### src/rtl/accel_pkg.sv
`default_nettype none
// +----------------------------------------------------------------------+
// | accel_pkg: shared types and constants for the accelerator front end  |
// | Revision: 1.0                                                        |
// +----------------------------------------------------------------------+
package accel_pkg;

  localparam int NUM_UNITS                = 4;
  localparam int DISPATCH_TIMEOUT_DEFAULT = 255;

  typedef enum logic [1:0] {
    OP_NOP   = 2'd0,
    OP_LOAD  = 2'd1,
    OP_STORE = 2'd2,
    OP_COMP  = 2'd3
  } operation_code_t;

  typedef enum logic [1:0] {
    COMP_ADD = 2'd0,
    COMP_SUB = 2'd1,
    COMP_MUL = 2'd2,
    COMP_MAX = 2'd3
  } computation_type_t;

  typedef struct packed {
    logic [1:0]        unit_id;
    operation_code_t   op_code;
    computation_type_t comp_type;
    logic [3:0]        addr;
    logic              valid;
    logic [2:0]        size;
  } control_signal_t;

  function automatic logic [NUM_UNITS-1:0] unit_onehot(input logic [1:0] id);
    logic [NUM_UNITS-1:0] r;
    r     = '0;
    r[id] = 1'b1;
    return r;
  endfunction

endpackage
`default_nettype wire

### src/rtl/dispatch_watchdog.sv
`default_nettype none
// +----------------------------------------------------------------------+
// | dispatch_watchdog: counts enabled cycles, flags the last allowed one |
// | Revision: 1.0                                                        |
// +----------------------------------------------------------------------+
module dispatch_watchdog #(
  parameter int TIMEOUT_CYCLES = 255
) (
  input  logic clk,
  input  logic rst,
  input  logic enable,
  input  logic clear,
  output logic expired
);

  localparam logic [7:0] c_last_count = 8'(TIMEOUT_CYCLES - 1);

  logic [7:0] r_count;

  always_ff @(posedge clk) begin
    if (rst || clear) begin
      r_count <= '0;
    end else if (enable) begin
      r_count <= r_count + 8'd1;
    end
  end

  // Asserted during the TIMEOUT_CYCLES-th enabled cycle, so the abort lands on its closing edge.
  assign expired = enable && (r_count == c_last_count);

endmodule
`default_nettype wire

### src/rtl/instruction_dispatcher.sv
`default_nettype none
// +----------------------------------------------------------------------+
// | instruction_dispatcher: issues decoded instructions as unit beats    |
// | Revision: 1.0                                                        |
// +----------------------------------------------------------------------+
module instruction_dispatcher
  import accel_pkg::*;
#(
  parameter int TIMEOUT_CYCLES = DISPATCH_TIMEOUT_DEFAULT
) (
  input  logic                 clk,
  input  logic                 rst,
  input  logic                 in_valid,
  output logic                 in_ready,
  input  control_signal_t      in_ctrl,
  input  logic                 in_error,
  output logic [NUM_UNITS-1:0] unit_req,
  output operation_code_t      unit_op,
  output computation_type_t    unit_comp,
  output logic [3:0]           unit_addr,
  input  logic [NUM_UNITS-1:0] unit_ack,
  input  logic [NUM_UNITS-1:0] unit_done,
  output logic                 busy,
  output logic [15:0]          issued_cnt,
  output logic [7:0]           dropped_cnt,
  output logic                 timeout_flag
);

  typedef enum logic [1:0] {
    ST_IDLE      = 2'd0,
    ST_ISSUE     = 2'd1,
    ST_WAIT_DONE = 2'd2
  } state_t;

  state_t               r_state;
  logic [1:0]           r_unit_id;
  operation_code_t      r_op;
  computation_type_t    r_comp;
  logic [3:0]           r_addr;
  logic [2:0]           r_beats;
  logic [NUM_UNITS-1:0] r_req;
  logic [15:0]          r_issued;
  logic [7:0]           r_dropped;
  logic                 r_timeout;

  logic w_accept;
  logic w_beat_done;
  logic w_last_beat;
  logic w_in_wait;
  logic w_target_done;
  logic w_wd_clear;
  logic w_expired;
  logic w_unused;

  assign w_accept      = in_valid && (r_state == ST_IDLE);
  assign w_beat_done   = (r_state == ST_ISSUE) && (|(r_req & unit_ack));
  assign w_last_beat   = (r_op == OP_COMP) || (r_beats == 3'd0);
  assign w_in_wait     = (r_state == ST_WAIT_DONE);
  assign w_target_done = w_in_wait && unit_done[r_unit_id];
  assign w_wd_clear    = !w_in_wait;
  assign w_unused      = in_ctrl.valid;

  dispatch_watchdog #(
    .TIMEOUT_CYCLES(TIMEOUT_CYCLES)
  ) u_watchdog (
    .clk    (clk),
    .rst    (rst),
    .enable (w_in_wait),
    .clear  (w_wd_clear),
    .expired(w_expired)
  );

  always_ff @(posedge clk) begin
    if (rst) begin
      r_state   <= ST_IDLE;
      r_unit_id <= '0;
      r_op      <= OP_NOP;
      r_comp    <= COMP_ADD;
      r_addr    <= '0;
      r_beats   <= '0;
      r_req     <= '0;
      r_issued  <= '0;
      r_dropped <= '0;
      r_timeout <= 1'b0;
    end else begin
      case (r_state)
        ST_IDLE: begin
          if (w_accept) begin
            r_unit_id <= in_ctrl.unit_id;
            r_op      <= in_ctrl.op_code;
            r_comp    <= in_ctrl.comp_type;
            r_addr    <= in_ctrl.addr;
            r_beats   <= in_ctrl.size;
            if (in_error) begin
              if (r_dropped != 8'hFF) r_dropped <= r_dropped + 8'd1;
            end else if (in_ctrl.op_code == OP_NOP) begin
              r_issued <= r_issued + 16'd1;
            end else begin
              r_state <= ST_ISSUE;
              r_req   <= unit_onehot(in_ctrl.unit_id);
            end
          end
        end
        ST_ISSUE: begin
          if (w_beat_done) begin
            r_addr  <= r_addr + 4'd1;
            r_beats <= r_beats - 3'd1;
            if (w_last_beat) begin
              r_req <= '0;
              if (r_op == OP_COMP) begin
                r_state <= ST_WAIT_DONE;
              end else begin
                r_state  <= ST_IDLE;
                r_issued <= r_issued + 16'd1;
              end
            end
          end
        end
        ST_WAIT_DONE: begin
          // A completion arriving on the expiry cycle still counts as a successful dispatch.
          if (w_target_done) begin
            r_state  <= ST_IDLE;
            r_issued <= r_issued + 16'd1;
          end else if (w_expired) begin
            r_state   <= ST_IDLE;
            r_timeout <= 1'b1;
          end
        end
        default: r_state <= ST_IDLE;
      endcase
    end
  end

  assign in_ready     = (r_state == ST_IDLE);
  assign busy         = (r_state != ST_IDLE);
  assign unit_req     = r_req;
  assign unit_op      = r_op;
  assign unit_comp    = r_comp;
  assign unit_addr    = r_addr;
  assign issued_cnt   = r_issued;
  assign dropped_cnt  = r_dropped;
  assign timeout_flag = r_timeout;

endmodule
`default_nettype wire

### config.mk
export PLATFORM = sky130hd
export DESIGN_NAME = instruction_dispatcher
export DESIGN_NICKNAME = d
export VERILOG_FILES = /design/src/rtl/accel_pkg.sv /design/src/rtl/dispatch_watchdog.sv /design/src/rtl/instruction_dispatcher.sv
export SDC_FILE = /design/constraint.sdc
export NUM_CORES = 1
export LEC_CHECK = 0
export BUFFER_PORTS_ARGS = -buffer_cell sky130_fd_sc_hd__buf_2
export CAP_MARGIN = 20
export CORE_MARGIN = 8
export CORE_UTILIZATION = 30
export DETAILED_ROUTE_END_ITERATION = 16
export HOLD_SLACK_MARGIN = 0.15
export PLACE_DENSITY = 0.56
export SLEW_MARGIN = 20
export SYNTH_ARGS = -nofsm -noshare
export SYNTH_HDL_FRONTEND = slang
export SYNTH_HIERARCHICAL = 1
export SYNTH_SLANG_ARGS = --single-unit
### constraint.sdc
create_clock -name clk -period 2.2 [get_ports clk]
set_clock_uncertainty 0.05 [all_clocks]
set_input_delay 0 -clock clk [delete_from_list [all_inputs] [get_ports clk]]
set_output_delay 0 -clock clk [all_outputs]
set_load 0.005 [all_outputs]
# Word-level counts from Yosys, hierarchy flattened
# Cells that the tools add are included.
# word_totals
register_bits	52
wordCells	90
# classes
add_sub_neg	5
mux	33
eq_ne	14
n_reduce_logical	22
magnitude_cmp	3
bitwise_logic	2
# ops
operator	n
$mux W16	7
$pmux W16 S3	1
$mux W4	7
$add A16 B1 Y16 const B	1
$add A8 B1 Y8 const B	2
$mux W2	8
$pmux W4 S2	2
$ne A2 B2 Y1 const B	6
$reduce_and A6 Y1	2
$eq A8 B8 Y1 const B	1
$ne A8 B8 Y1 const B	1
$reduce_and A8 Y1	1
$lt A2 B3 Y1 const B	2
$mux W3	2
$pmux W2 S3	1
$pmux W3 S2	1
$reduce_and A3 Y1	2
$logic_and A1 B1 Y1	5
$add A4 B1 Y4 const B	1
$and A4 B4 Y4	1
$eq A2 B2 Y1 const B	2
$logic_not A2 Y1	2
$ne A2 B1 Y1 const B	2
$reduce_and A4 Y1	1
other kinds (15)	18

# Logic depth before layout (Yosys ltp)
# Gate-level depths: netlist of run 1.
# depth
depth_word	8
mapped_depth	10
mapped_depth_nobuf	8

# Hierarchy
# The synthesis of run 1 kept the hierarchy.
# modules_own_cells
mod	seq_area_each_um2	n_inst	cells_each	area_per_inst_um2
instruction_dispatcher	880.8	1	268	2170.8
dispatch_watchdog	160.2	1	42	369.1

# Least setup slack after synthesis of run 1
# No wires, ideal clock.
# synth_timing
path_kind	reg-to-reg
from	reg r_beats[0]
to	reg r_issued[10] (netlist: issued_cnt[10])
slack_ps	192
stages_incl_launch_ff	10
setup_time_ps	121
arrival_time_ps	1837
synth_period_minus_slack_ps	2008
t_required_ps	2029
cell_sequence	dfxtp_1 inv_1 ha_1 ha_1 a21o_1 o211ai_1 a22o_4 buf_6 nor4_1 mux2_2
# synth_between
elab_chain_len	4
# synth_rtl
item	line_no	source
start: declaration	instruction_dispatcher.sv:40	logic [2:0] r_beats;
start signal: assignment	instruction_dispatcher.sv:93	r_beats <= in_ctrl.size;
start signal: assignment	instruction_dispatcher.sv:107	r_beats <= r_beats - 3'd1;
$logic_not A3 Y1	instruction_dispatcher.sv:57	assign w_last_beat = (r_op == OP_COMP) || (r_beats == 3'd0);
$logic_or A1 B1 Y1	instruction_dispatcher.sv:57	
$ne A2 B2 Y1 (no line)	n/a	
$reduce_and A8 Y1 (no line)	n/a	
end signal: assignment	instruction_dispatcher.sv:97	r_issued <= r_issued + 16'd1;
end signal: assignment	instruction_dispatcher.sv:114	r_issued <= r_issued + 16'd1;
end signal: assignment	instruction_dispatcher.sv:123	r_issued <= r_issued + 16'd1;
end: declaration	instruction_dispatcher.sv:42	logic [15:0] r_issued;
# No other way between the ends.
# A chain may end at the register's enable or synchronous reset.

# Worst setup path after layout of run 1
# Same ends and word-level chain as after synthesis.

==> metrics.txt, run 1 <==
Final Cell Area between 0.003 and 0.004 sq mm; PortBufs 63; full die area 0.0117 sq mm; Detail Placement HPWL around 4800 um; Yosys warning total 6; R2R depth 8; Worst Path Class, Setup flop to flop; clock sink count 52; RSZ-0062 raised after global routing no; final core occ roughly two fifths; Total GRT Usage about 11%; peak supply drop between 0.0002 and 0.0003 V; largest net degree at the start of global routing 28; final hold slack 171 ps; area of the core a little over 0.008 sq mm; clk_lat worst skew 310 ps; drt initial violations 55; Die H roughly 110 um; final critical-path setup slack between 100 and 150 ps; Worst Tran Pin Value roughly 530 ps; vias in the first global route 2,405; maxcap violations 0; CP arrival between 2000 and 2500 ps; Simple-Gate Fraction of Synth Area between 20% and 30%; Netlist Area Pre-Place between 0.002 and 0.003 sq mm; clock buffer depth 2; Startpoint Class flop; Pins Over Slew Limit 0; worst-path maximum fanout 11; I/O Pins 65; register area share after synthesis 41.0%; post-place setup slack around 100 ps; Yosys reg bits 52; area grow syn2layout 31.0%; via count 2,493; ys async rst share 0%; CP required about 2400 ps; final hold violations 0; largest family of logic cells by synthesized area simple AND/OR/NAND/NOR gates; DR WL/cell 13.5 um; Post-DRT Antenna Nets 0; ys flop type dfxtp_1; share of cells above drive strength 1 roughly a quarter; Num CTS Buffers 5; fin nets roughly 430; Post-synth top cells 52 x dfxtp_1, 40 x nand2_1, 34 x a21oi_1; Via-to-Cell Ratio approximately 4.9; Synth Area in XOR/XNOR between 3 and 4%; # rows 33; antenna violations before repair 0; post-synth top area cell dfxtp_1; clk slew on worst S/H paths approximately 100 ps; FMAX 484 MHz; largest cells by area after synthesis dfxtp_1 41%, a21oi_1 6.7%, nand2_1 5.9%; Yosys cell types 47; status completed; WL final around 7000 um; Static Leak 1.32 nW; CTS Root Cell clkbuf_8; drt pass-1 iters 4; Synth Area in Compound Gates 18.0%; syn nets around 340; Tmin final about 2100 ps; Setup Viol. Count Final 0; Syn Inst Count slightly above 300; initial core utilization just over 30%; adder-cell area share of the yosys netlist about 3.4%; residual DRC count 0; top-count cell post-synth dfxtp_1; top cell type's share of synthesized area 41.0%; post-synthesis mux area share between 2 and 3%; PD cells between 500 and 600 mW/mm^2; worst hold path type input pin to flop; H-tree levels 2; die width ~110 um; CTS tree yes; worst rel slew slack 64.8%; grt ovf 0; Final period util between 90 and 100%; critical path capture point type flop; GPL Wtd Cong around 0.8; Hold Crit Depth 5; TNS Setup 0 ps; Placed Area around 0.0030 sq mm; Ant. Diodes 0; number of synthesized flops with an enable pin 0; Mean Syn Cell Area a little over 8 sq um; first-pass GRT wire length approximately 11,000 um
cells by family (layout without fill, tap and decap cells):
| group | after synthesis | after routing |
|---|---|---|
| AND/OR/NAND/NOR | 131 | 131 |
| adder cells (fa/ha/maj) | 7 | 7 |
| XOR/XNOR | 11 | 11 |
| AO/OA/AOI/OAI | 73 | 74 |
| multiplexers | 5 | 5 |
| buffers and inverters | 31 | 119 |
| flip-flops | 52 | 52 |
worst paths after layout:
| check | startpoint | endpoint | slack (ps) |
|---|---|---|---|
| worst max register to register | r_beats[0] | issued_cnt[10] | 130 |
| worst min register to register | timeout_flag | timeout_flag | 420 |
| worst min-delay path | unit_ack[2] | r_state[0] | 170 |
| worst max-delay path | r_beats[0] | issued_cnt[10] | 130 |
cell usage in the layout (no fill, tap or decap), types with 5 or more instances in the layout:
| master | synthesis | routed |
|---|---|---|
| dfxtp_1 | 52 | 52 |
| nor2_1 | 30 | 30 |
| buf_2 | 2 | 63 |
| nand3_1 | 12 | 12 |
| buf_4 | 3 | 12 |
| or4_1 | 6 | 6 |
| or3_1 | 8 | 8 |
| clkbuf_8 | 0 | 5 |
| o21ai_0 | 14 | 14 |
| nand2_1 | 40 | 40 |
| o31ai_1 | 6 | 6 |
| dlygate4sd3_1 | 0 | 21 |
| nand4_1 | 9 | 9 |
| xnor2_1 | 7 | 7 |
| inv_1 | 17 | 17 |
| ha_1 | 7 | 7 |
| a21oi_1 | 34 | 34 |
| nor3_1 | 5 | 5 |
stage by stage:
step / cells / total power, mW
finish: 504 / 1.88
CTS: 501 / 1.89
floorplan: 310 / 1.14
detailed placement: 474 / 1.23
global route: 504 / 1.97
global placement: 474 / 1.22
registers in the layout, indices dropped and copies added (netlist names):
| signal | flops |
|---|---|
| dropped_cnt | 8 |
| issued_cnt | 16 |
| r_beats | 3 |
| r_state | 2 |
| r_unit_id | 2 |
| timeout_flag | 1 |
| u_watchdog/r_count | 8 |
| unit_addr | 4 |
| unit_comp | 2 |
| unit_op | 2 |
| unit_req | 4 |
layout make-up:
type                            instances  area [sq um]
Fill cell                             865          4890
Multi-Input combinational cell        228          1380
Sequential cell                        52          1040
Timing Repair Buffer                   96           616
Tap cell                              105           131
Clock buffer                            5          68.8
Inverter                               17          63.8
Clock inverter                          1          30.0
what timing repair did:
action	CTS	global route
endpoints found under the setup margin	0	3
buffers inserted	0	2
hold buffers	21	0
resized for setup	0	1
endpoints found under the hold margin	33	0
metal layers:
| metal | routed length [um] | GRT usage (%) | part of all wire [%] | vias to the layer above |
|---|---|---|---|---|
| met4 | 53 | 3.57 | 0.78 | 0 |
| met5 | 0 | 0 | 0 | - |
| met1 | 3200 | 14.0 | 47 | 1145 |
| met2 | 3120 | 18.6 | 46 | 66 |
| li1 | - | - | - | 1277 |
| met3 | 451 | 3.81 | 6.6 | 5 |
worst max-delay path, stage by stage, from the launching register on:
cell and delay, ps:
dfxtp_1 310, inv_1 90, ha_1 150, ha_1 130, a21o_1 100, o211ai_1 180
a22o_4 330, nor4_2 280, mux2_2 350
power breakdown:
group	internal [mW]	total (mW)	leakage, nW	switching [mW]
Combinational	0.120	0.246	0.852	0.126
Clock	0.327	0.642	0.0501	0.314
Sequential	0.967	0.989	0.422	0.0220
Power figures use the tool's default switching activity.
==> run 2, diff against run 1 <==
--- a/constraint.sdc
+++ b/constraint.sdc
@@ -4,2 +4,2 @@
 set_output_delay 0 -clock clk [all_outputs]
-set_load 0.005 [all_outputs]
+set_load 0.1 [all_outputs]
==> metrics.txt, run 2 (synthesis gave the netlist of run 1 again) <==
Placed Area 0.00301 sq mm (+0.84%); CP arrival 2270 ps (+50 ps); vias in the first global route 2,391 (-0.58%); full die area 0.0117 sq mm (unchanged); antenna violations before repair 0 (unchanged); commonest non-fill, non-tap cell in the layout buf_2; Post-DRT Antenna Nets 0 (unchanged); flop-to-flop setup slack 110 ps (-20 ps); area of the core 0.00822 sq mm (unchanged); fin nets 428 (-1.2%); clk slew on worst S/H paths 100 ps (about the same); largest net degree at the start of global routing 28 (unchanged); FMAX 479 MHz (-0.88%); final core occ 40.4% (-0.11 points); CP required 2380 ps (+20 ps); Pins Over Slew Limit 0 (unchanged); DR WL/cell 13.0 um (-4.2%); worst-path maximum fanout 23 (+12); overall power 1.96 mW (+4.3%); Startpoint Class flop; H-tree levels 2 (unchanged); PD cells 590 mW/mm^2 (+4.6%); area grow syn2layout 30.7%; critical path capture point type flop; GPL Wtd Cong 0.760 (-5.3%); Die H 108 um (unchanged); Setup Viol. Count Final 0 (unchanged); I/O Pins 65 (unchanged); Worst Tran Pin Value 530 ps (+2.42 ps); Ant. Diodes 0 (unchanged); PortBufs 63 (unchanged); die width 108 um (unchanged); first-pass GRT wire length 11,100 um (-0.44%); Total GRT Usage 11.3% (-0.15 points); Final period util 94.8% (+0.83 points); Detail Placement HPWL 4730 um (-1.4%); CTS Root Cell clkbuf_8; peak supply drop 0.000333 V (+13%); initial core utilization 30.9% (unchanged); final hold violations 0 (unchanged); Num CTS Buffers 5 (unchanged); status completed; # rows 33 (unchanged); fillcell total 843 (-2.5%); clock sink count 52 (unchanged); Tmin final 2090 ps (+18.4 ps); max reg flops 16 (unchanged); clk_lat worst skew 300 ps (about the same); commonest non-fill, non-tap cells in the layout 63 x buf_2, 40 x nand2_1, 34 x a21oi_1, 30 x nor2_1, 29 x dfxtp_1; grt ovf 0 (unchanged); final hold slack 201 ps (+30.1 ps); worst hold path type input pin to flop; share of cells above drive strength 1 29.1% (+5.1 points); Worst Path Class, Setup flop to flop; maxcap violations 0 (unchanged); residual DRC count 0 (unchanged); worst rel slew slack 64.7% (-0.16 points); CTS tree yes; drt pass-1 iters 5 (+1); RSZ-0062 raised after global routing no; Via-to-Cell Ratio 4.90 (-0.90%); WL final 6480 um (-4.9%); Static Leak 1.31 nW (-0.68%); Final Cell Area 0.00332 sq mm (-0.26%); via count 2,451 (-1.7%); PostCTS Resize Cnt 0 (unchanged); drt initial violations 132 (+140%); clock buffer depth 2 (unchanged)
==> run 2: report_power, final <==
part           internal [mW]  switching (mW)
Clock                  0.281           0.304
Sequential             0.969          0.0203
Combinational          0.120           0.265
Total                   1.37           0.589
==> run 2: path summary, 6_finish.rpt <==
kind | depth (start not counted) | from | to
max | 8 | r_beats[0] | issued_cnt[6]
min | 5 | unit_ack[3] | r_state[0]
max reg2reg | 8 | r_beats[0] | issued_cnt[6]
min reg2reg | 2 | timeout_flag | timeout_flag
==> run 2: cell type report <==
type                       count  area (sq um)  share of cell area, %
tap                          105           131                   3.96
inverter                      17          63.8                   1.92
clock buffer                   7          96.3                   2.90
sequential                    52          1070                   32.2
multi-input combinational    227          1370                   41.3
timing repair buffer          92           586                   17.6
==> run 2: timing repair <==
action,4_1_cts,5_1_grt
buffers inserted,0,0
hold buffers,21,0
hold endpoints to repair,34,0
endpoints found under the setup margin,0,1
==> run 2: stage by stage <==
stage	setup slack [ps]	cells	TNS, ps
global route	0.380	500	0
detailed placement	136	472	0
finish	114	500	0
floorplan	-1.42	310	-1.42
CTS	88.8	500	0
global placement	180	472	0
==> run 2: per-layer routing <==
metal	part of all wire, %	wire length [um]	vias to the layer above	GRT usage (%)
li1	-	-	1266	-
met2	47	3080	52	18.4
met4	0.59	38	0	2.48
met1	46	2990	1128	14.3
met5	0	0	-	0
met3	5.7	372	5	3.45
==> run 2: worst max-delay path, cell delays in order (launching register included) <==
cell and delay [ps]:
dfxtp_1 310, inv_1 80, ha_1 150, ha_1 150
a21o_1 100, o211ai_1 150, a22o_4 340, or4_1 520
a21oi_1 150
